[src/rtl/dmem_arbiter_pkg.sv]
// Shared widths, requester IDs and the read-return tag type for the data-memory arbiter.
// Imported by the arbiter top and its tag pipeline.
package dmem_arbiter_pkg;

    localparam int DMEM_ADDR_WIDTH = 32;
    localparam int DMEM_DATA_WIDTH = 32;
    localparam int DMEM_RD_LATENCY = 1;

    typedef enum logic {
        DMEM_REQ_CORE = 1'b0,
        DMEM_REQ_AUX  = 1'b1
    } dmem_req_e;

    typedef struct packed {
        logic      valid;
        dmem_req_e owner;
    } dmem_tag_t;

endpackage

[src/rtl/dmem_tag_pipe.sv]
// Fixed-depth shift register of {valid, owner} tags that follows reads through the memory.
// Shifts every cycle and never stalls.
module dmem_tag_pipe
    import dmem_arbiter_pkg::*;
#(
    parameter int DEPTH = DMEM_RD_LATENCY
) (
    input  logic      clk,
    input  logic      rst_n,
    input  dmem_tag_t tag_in,
    output dmem_tag_t tag_out
);

    dmem_tag_t stage_q [DEPTH];

    always_ff @(posedge clk or negedge rst_n) begin
        if (!rst_n) begin
            // NOTE: every stage is cleared, because a stale valid bit would fire a spurious rvalid after reset.
            for (int i = 0; i < DEPTH; i++) begin
                stage_q[i] <= '0;
            end
        end else begin
            stage_q[0] <= tag_in;
            for (int i = 1; i < DEPTH; i++) begin
                stage_q[i] <= stage_q[i-1];
            end
        end
    end

    assign tag_out = stage_q[DEPTH-1];

endmodule

[src/rtl/dmem_arbiter.sv]
// Two-requester data-memory arbiter: grants one access per cycle, registers it onto mem_*,
// and routes read data back to the requester that issued the read.
module dmem_arbiter
    import dmem_arbiter_pkg::*;
#(
    parameter int ADDR_W     = DMEM_ADDR_WIDTH,
    parameter int DATA_W     = DMEM_DATA_WIDTH,
    parameter int RD_LATENCY = DMEM_RD_LATENCY,
    parameter int FIXED_PRIO = 0
) (
    input  logic              clk,
    input  logic              rst_n,
    input  logic              r0_req,
    input  logic [ADDR_W-1:0] r0_addr,
    input  logic              r0_we,
    input  logic [DATA_W-1:0] r0_wdata,
    output logic              r0_gnt,
    output logic              r0_rvalid,
    output logic [DATA_W-1:0] r0_rdata,
    input  logic              r1_req,
    input  logic [ADDR_W-1:0] r1_addr,
    input  logic              r1_we,
    input  logic [DATA_W-1:0] r1_wdata,
    output logic              r1_gnt,
    output logic              r1_rvalid,
    output logic [DATA_W-1:0] r1_rdata,
    output logic [ADDR_W-1:0] mem_addr,
    output logic              mem_wenable,
    output logic [DATA_W-1:0] mem_wvalue,
    input  logic [DATA_W-1:0] mem_rvalue
);

    dmem_req_e         last_q;
    dmem_req_e         winner;
    logic              any_gnt;
    logic [ADDR_W-1:0] sel_addr;
    logic              sel_we;
    logic [DATA_W-1:0] sel_wdata;
    dmem_tag_t         cmd_tag_q;
    dmem_tag_t         ret_tag;

    always_comb begin
        // NOTE: both grants get a default before any branch, so no path leaves them unassigned (no latch).
        r0_gnt = 1'b0;
        r1_gnt = 1'b0;
        if (rst_n) begin
            if (r0_req && r1_req) begin
                if ((FIXED_PRIO != 0) || (last_q == DMEM_REQ_AUX)) begin
                    r0_gnt = 1'b1;
                end else begin
                    r1_gnt = 1'b1;
                end
            end else begin
                r0_gnt = r0_req;
                r1_gnt = r1_req;
            end
        end
    end

    assign any_gnt   = r0_gnt | r1_gnt;
    assign winner    = r1_gnt ? DMEM_REQ_AUX : DMEM_REQ_CORE;
    assign sel_addr  = r1_gnt ? r1_addr  : r0_addr;
    assign sel_we    = r1_gnt ? r1_we    : r0_we;
    assign sel_wdata = r1_gnt ? r1_wdata : r0_wdata;

    // The command tag sits beside mem_*, so the tag pipe output lines up with mem_rvalue.
    always_ff @(posedge clk or negedge rst_n) begin
        if (!rst_n) begin
            last_q      <= DMEM_REQ_AUX;
            mem_addr    <= '0;
            mem_wenable <= 1'b0;
            mem_wvalue  <= '0;
            cmd_tag_q   <= '0;
        end else begin
            // NOTE: non-blocking assignments, so every register here samples pre-edge values.
            mem_wenable <= any_gnt && sel_we;
            cmd_tag_q   <= '{valid: any_gnt && !sel_we, owner: winner};
            if (any_gnt) begin
                last_q     <= winner;
                mem_addr   <= sel_addr;
                mem_wvalue <= sel_wdata;
            end
        end
    end

    dmem_tag_pipe #(
        .DEPTH (RD_LATENCY)
    ) u_tag_pipe (
        .clk     (clk),
        .rst_n   (rst_n),
        .tag_in  (cmd_tag_q),
        .tag_out (ret_tag)
    );

    assign r0_rvalid = ret_tag.valid && (ret_tag.owner == DMEM_REQ_CORE);
    assign r1_rvalid = ret_tag.valid && (ret_tag.owner == DMEM_REQ_AUX);
    assign r0_rdata  = r0_rvalid ? mem_rvalue : '0;
    assign r1_rdata  = r1_rvalid ? mem_rvalue : '0;

endmodule

[config.mk]
export PLATFORM = sky130hd
export DESIGN_NAME = dmem_arbiter
export DESIGN_NICKNAME = d
export VERILOG_FILES = /design/src/rtl/dmem_arbiter_pkg.sv /design/src/rtl/dmem_tag_pipe.sv /design/src/rtl/dmem_arbiter.sv
export SDC_FILE = /design/constraint.sdc
export NUM_CORES = 1
export LEC_CHECK = 0
export CAP_MARGIN = 15
export CORE_ASPECT_RATIO = 0.7
export CORE_MARGIN = 2
export CORE_UTILIZATION = 30
export CTS_CLUSTER_SIZE = 16
export DETAILED_ROUTE_END_ITERATION = 7
export GPL_TIMING_DRIVEN = 0
export HOLD_SLACK_MARGIN = 0.06
export PLACE_DENSITY_LB_ADDON = 0.2
export SLEW_MARGIN = 30
export SYNTH_ARGS = -nofsm -noshare
export SYNTH_HDL_FRONTEND = slang
export SYNTH_SLANG_ARGS = --single-unit
[constraint.sdc]
create_clock -name clk -period 1.3 [get_ports clk]
set_input_delay 0.195 -clock clk [delete_from_list [all_inputs] [get_ports clk]]
set_output_delay 0.195 -clock clk [all_outputs]
set_load 0.05 [all_outputs]
==> impl_metrics.json <==
{
  "status": "finished with violations",
  "violations": "setup timing",
  "rsz0062_at_grt": "yes",
  "clock_sinks": 70,
  "r2r-end": "mem_addr[4]$_DFFE_PN0P_",
  "cts_tree": "built",
  "grt_pass1_wl_um": 31100,
  "htree_levels": 3,
  "place_ws_ns": -1.48,
  "r2r_slack_ns": -0.22,
  "hold_viol_final": 0,
  "dieArea_um2": 14500,
  "cp_slowest_cell": "dfrtp_2",
  "power_mw": 9.39,
  "critPathMaxFanout": 10,
  "synthCells": 471,
  "p_leak_nw": 3.69,
  "synth_top_area_cell": "dfrtp_1",
  "regArea_um2": 1760,
  "peakVddDrop_uv": 655,
  "synth_top_area_frac": 0.424,
  "drcViolationCount": 0,
  "portBuffers": 298,
  "min_to": "u_tag_pipe.tag_out[1]$_DFF_PN0_",
  "globalplace.congestion": 0.889,
  "ys_types": 22,
  "multiInputGateArea_um2": 2710,
  "hold_start": "cmd_tag_q[1]$_DFF_PN0_",
  "synth_area_leaders": "dfrtp_1, o2111ai_1, a31oi_1",
  "worstPathCellList": "nor2b_4, buf_6, buf_8, and2_4, buf_8",
  "timing.rr.start": "last_q$_DFFE_PN1P_",
  "ys_ff_latch": 70,
  "core_area_um2": 13200,
  "fill_cells": 983,
  "max-cap-violations": 0,
  "clk_latency_ns": 0.33,
  "ff2ff_path_depth": 7,
  "slowest_delay_ns": 0.45,
  "grt_usage": 0.275,
  "setup_viol": 135,
  "routed_wl_um": 21900,
  "grt_max_degree": 42,
  "worst_slack_ns": -0.412,
  "clkTransAtPathRegs_ns": 0.05,
  "rows": 35,
  "syn_area_um2": 4070,
  "drive_gt1_frac": 0.492,
  "initial_core_util": 0.308,
  "hpwl_um": 14000,
  "ctsRootBufferMaster": "clkbuf_16",
  "hold_path_class": "reg2reg",
  "drt_pass1_iterations": 5,
  "fin_crit_sh": 1.32,
  "antenna_found_initial": 1,
  "crit_type": "reg2out",
  "final.min_clock_period_ns": 1.71,
  "vias": 5676,
  "critPathArrivalTime_ns": 1.52,
  "synthToLayoutAreaGrowth_pct": 129,
  "slew_viol_final": 0,
  "yosysWarnings": 0,
  "cts_buffer_depth": 2,
  "die-width_um": 143,
  "drt_iter0_drc": 258,
  "p_per_area_nw_per_um2": 1010,
  "start_kind": "flop",
  "max_freq_mhz": 584,
  "grt_pass1_vias": 5506,
  "synth_fp_nets": 637,
  "grt_remaining_overflow": 0,
  "required_ns": 1.11,
  "cpMostUsedCell": "buf_8",
  "end_kind": "primary output",
  "vias_per_cell": 5.60,
  "cts_buffers": 9,
  "clock_skew_ns": 0.00650,
  "syn_area_per_cell_um2": 8.65,
  "ioPinCount": 299,
  "routedWlPerCell_um": 21.6,
  "seq_area_frac_synth": 0.430,
  "die_y_um": 101,
  "fin_nets": 989,
  "relSlewSlack": 0.290,
  "whs_path_depth": 0,
  "ant_nets": 0,
  "tightestPinTransition_ns": 1.06
}
## per-stage QoR
stage | util | std cells | instance area (um2) | hold WS, ns | setup TNS, ns
floorplan | - | 471 | 4170 | -0.101 | -0.923
detailed placement | 0.559 | 955 | 7400 | 0.212 | -101.69
global placement | 0.558 | 954 | 7380 | 0.333 | -473.35
finish | 0.705 | 1014 | 9320 | 0.353 | -30.41
global route | 0.705 | 1013 | 9320 | 0.359 | -38.50
CTS | 0.671 | 998 | 8880 | -0.299 | -29.91
## repair_timing
action | 4_1_cts | 5_1_grt
pin swaps | 60 | 32
resized for setup | 906 | 177
hold buffers | 1 | 5
endpoints found under the hold margin | 51 | 57
cloned | 9 | 3
endpoints found under the setup margin | 201 | 173
setup buffers | 17 | 10
## layer usage
layer	global-route usage	part of all wire
met5	0	0
met2	0.468	0.49
met3	0.0619	0.083
met4	0.105	0.040
met1	0.346	0.39
## sequential cells by signal (all words and copies together) (netlist names)
name                count
cmd_tag_q               2
last_q                  1
mem_addr               32
mem_wenable             1
mem_wvalue             32
u_tag_pipe.tag_out      2
## cells in the final DEF (no fill, tap or decap), types with 2 or more instances in the layout
cell type,n
dlygate4sd3_1,5
dfrtp_2,2
clkbuf_2,7
clkdlybuf4s50_1,162
and3_4,30
and3_1,3
dfrtp_1,67
o21ai_1,2
clkdlybuf4s18_2,7
buf_6,40
a31oi_1,64
clkbuf_1,11
o21ai_0,8
o2111ai_1,29
buf_12,3
buf_8,65
clkbuf_16,12
buf_4,18
buf_16,4
nor2_1,64
o21ai_2,54
clkdlybuf4s15_2,39
and2_4,34
clkbuf_4,2
o2111ai_2,35
clkinv_2,2
buf_2,41
## report_power, final
part / total, mW / switching [mW] / internal (mW) / leakage, nW
sequential: 2.66 / 0.182 / 2.48 / 0.789
clock: 2.44 / 0.957 / 1.48 / 0.137
combinational: 4.29 / 2.54 / 1.75 / 2.76
total: 9.39 / 3.68 / 5.71 / 3.69
## synthesized netlist by cell type (all sizes together)
master / number
dfstp: 1
o21ai: 65
dfrtp: 69
and3: 33
clkbuf: 29
nor2: 65
and2: 34
a31oi: 64
nor2b: 1
o21a: 1
a21oi: 1
o2111ai: 65
inv: 2
nand2: 2
o22ai: 1
a21boi: 1
buf: 37
## area by class of cell
type                       instances  area share
sequential                        70       0.188
tap                              185      0.0248
clock buffer                      12      0.0254
inverter                           2     0.00107
timing repair buffer             341       0.407
antenna                            1    0.000268
clock inverter                     4     0.00510
multi-input combinational        333       0.291
buffer                            66      0.0568
## worst max path at each step
stage	startpoint	to	slack, ns	cells past startpoint
5_1_grt	u_tag_pipe.tag_out[0]$_DFF_PN0_	r0_rdata[12]	-0.45	5
2_1_floorplan	u_tag_pipe.tag_out[1]$_DFF_PN0_	r0_rdata[22]	-0.05	3
6_report	u_tag_pipe.tag_out[0]$_DFF_PN0_	r0_rdata[12]	-0.41	5
4_1_cts	u_tag_pipe.tag_out[1]$_DFF_PN0_	r0_rdata[27]	-0.40	4
3_3_place_gp	rst_n	r1_gnt	-4.26	6
3_5_place_dp	rst_n	r1_gnt	-1.48	7
## cell families after synthesis
family,share of synthesized area
AO/OA/AOI/OAI,0.324
buffers and inverters,0.0786
flip-flops,0.430
AND/OR/NAND/NOR,0.167
## critical path, delay by kind of cell (launching register included)
kind                   cells  cell delay [ns]
AND/OR/NAND/NOR            2             0.33
buffers and inverters      3             0.41
flip-flops                 1             0.45
(Power assumes the default switching activity.)
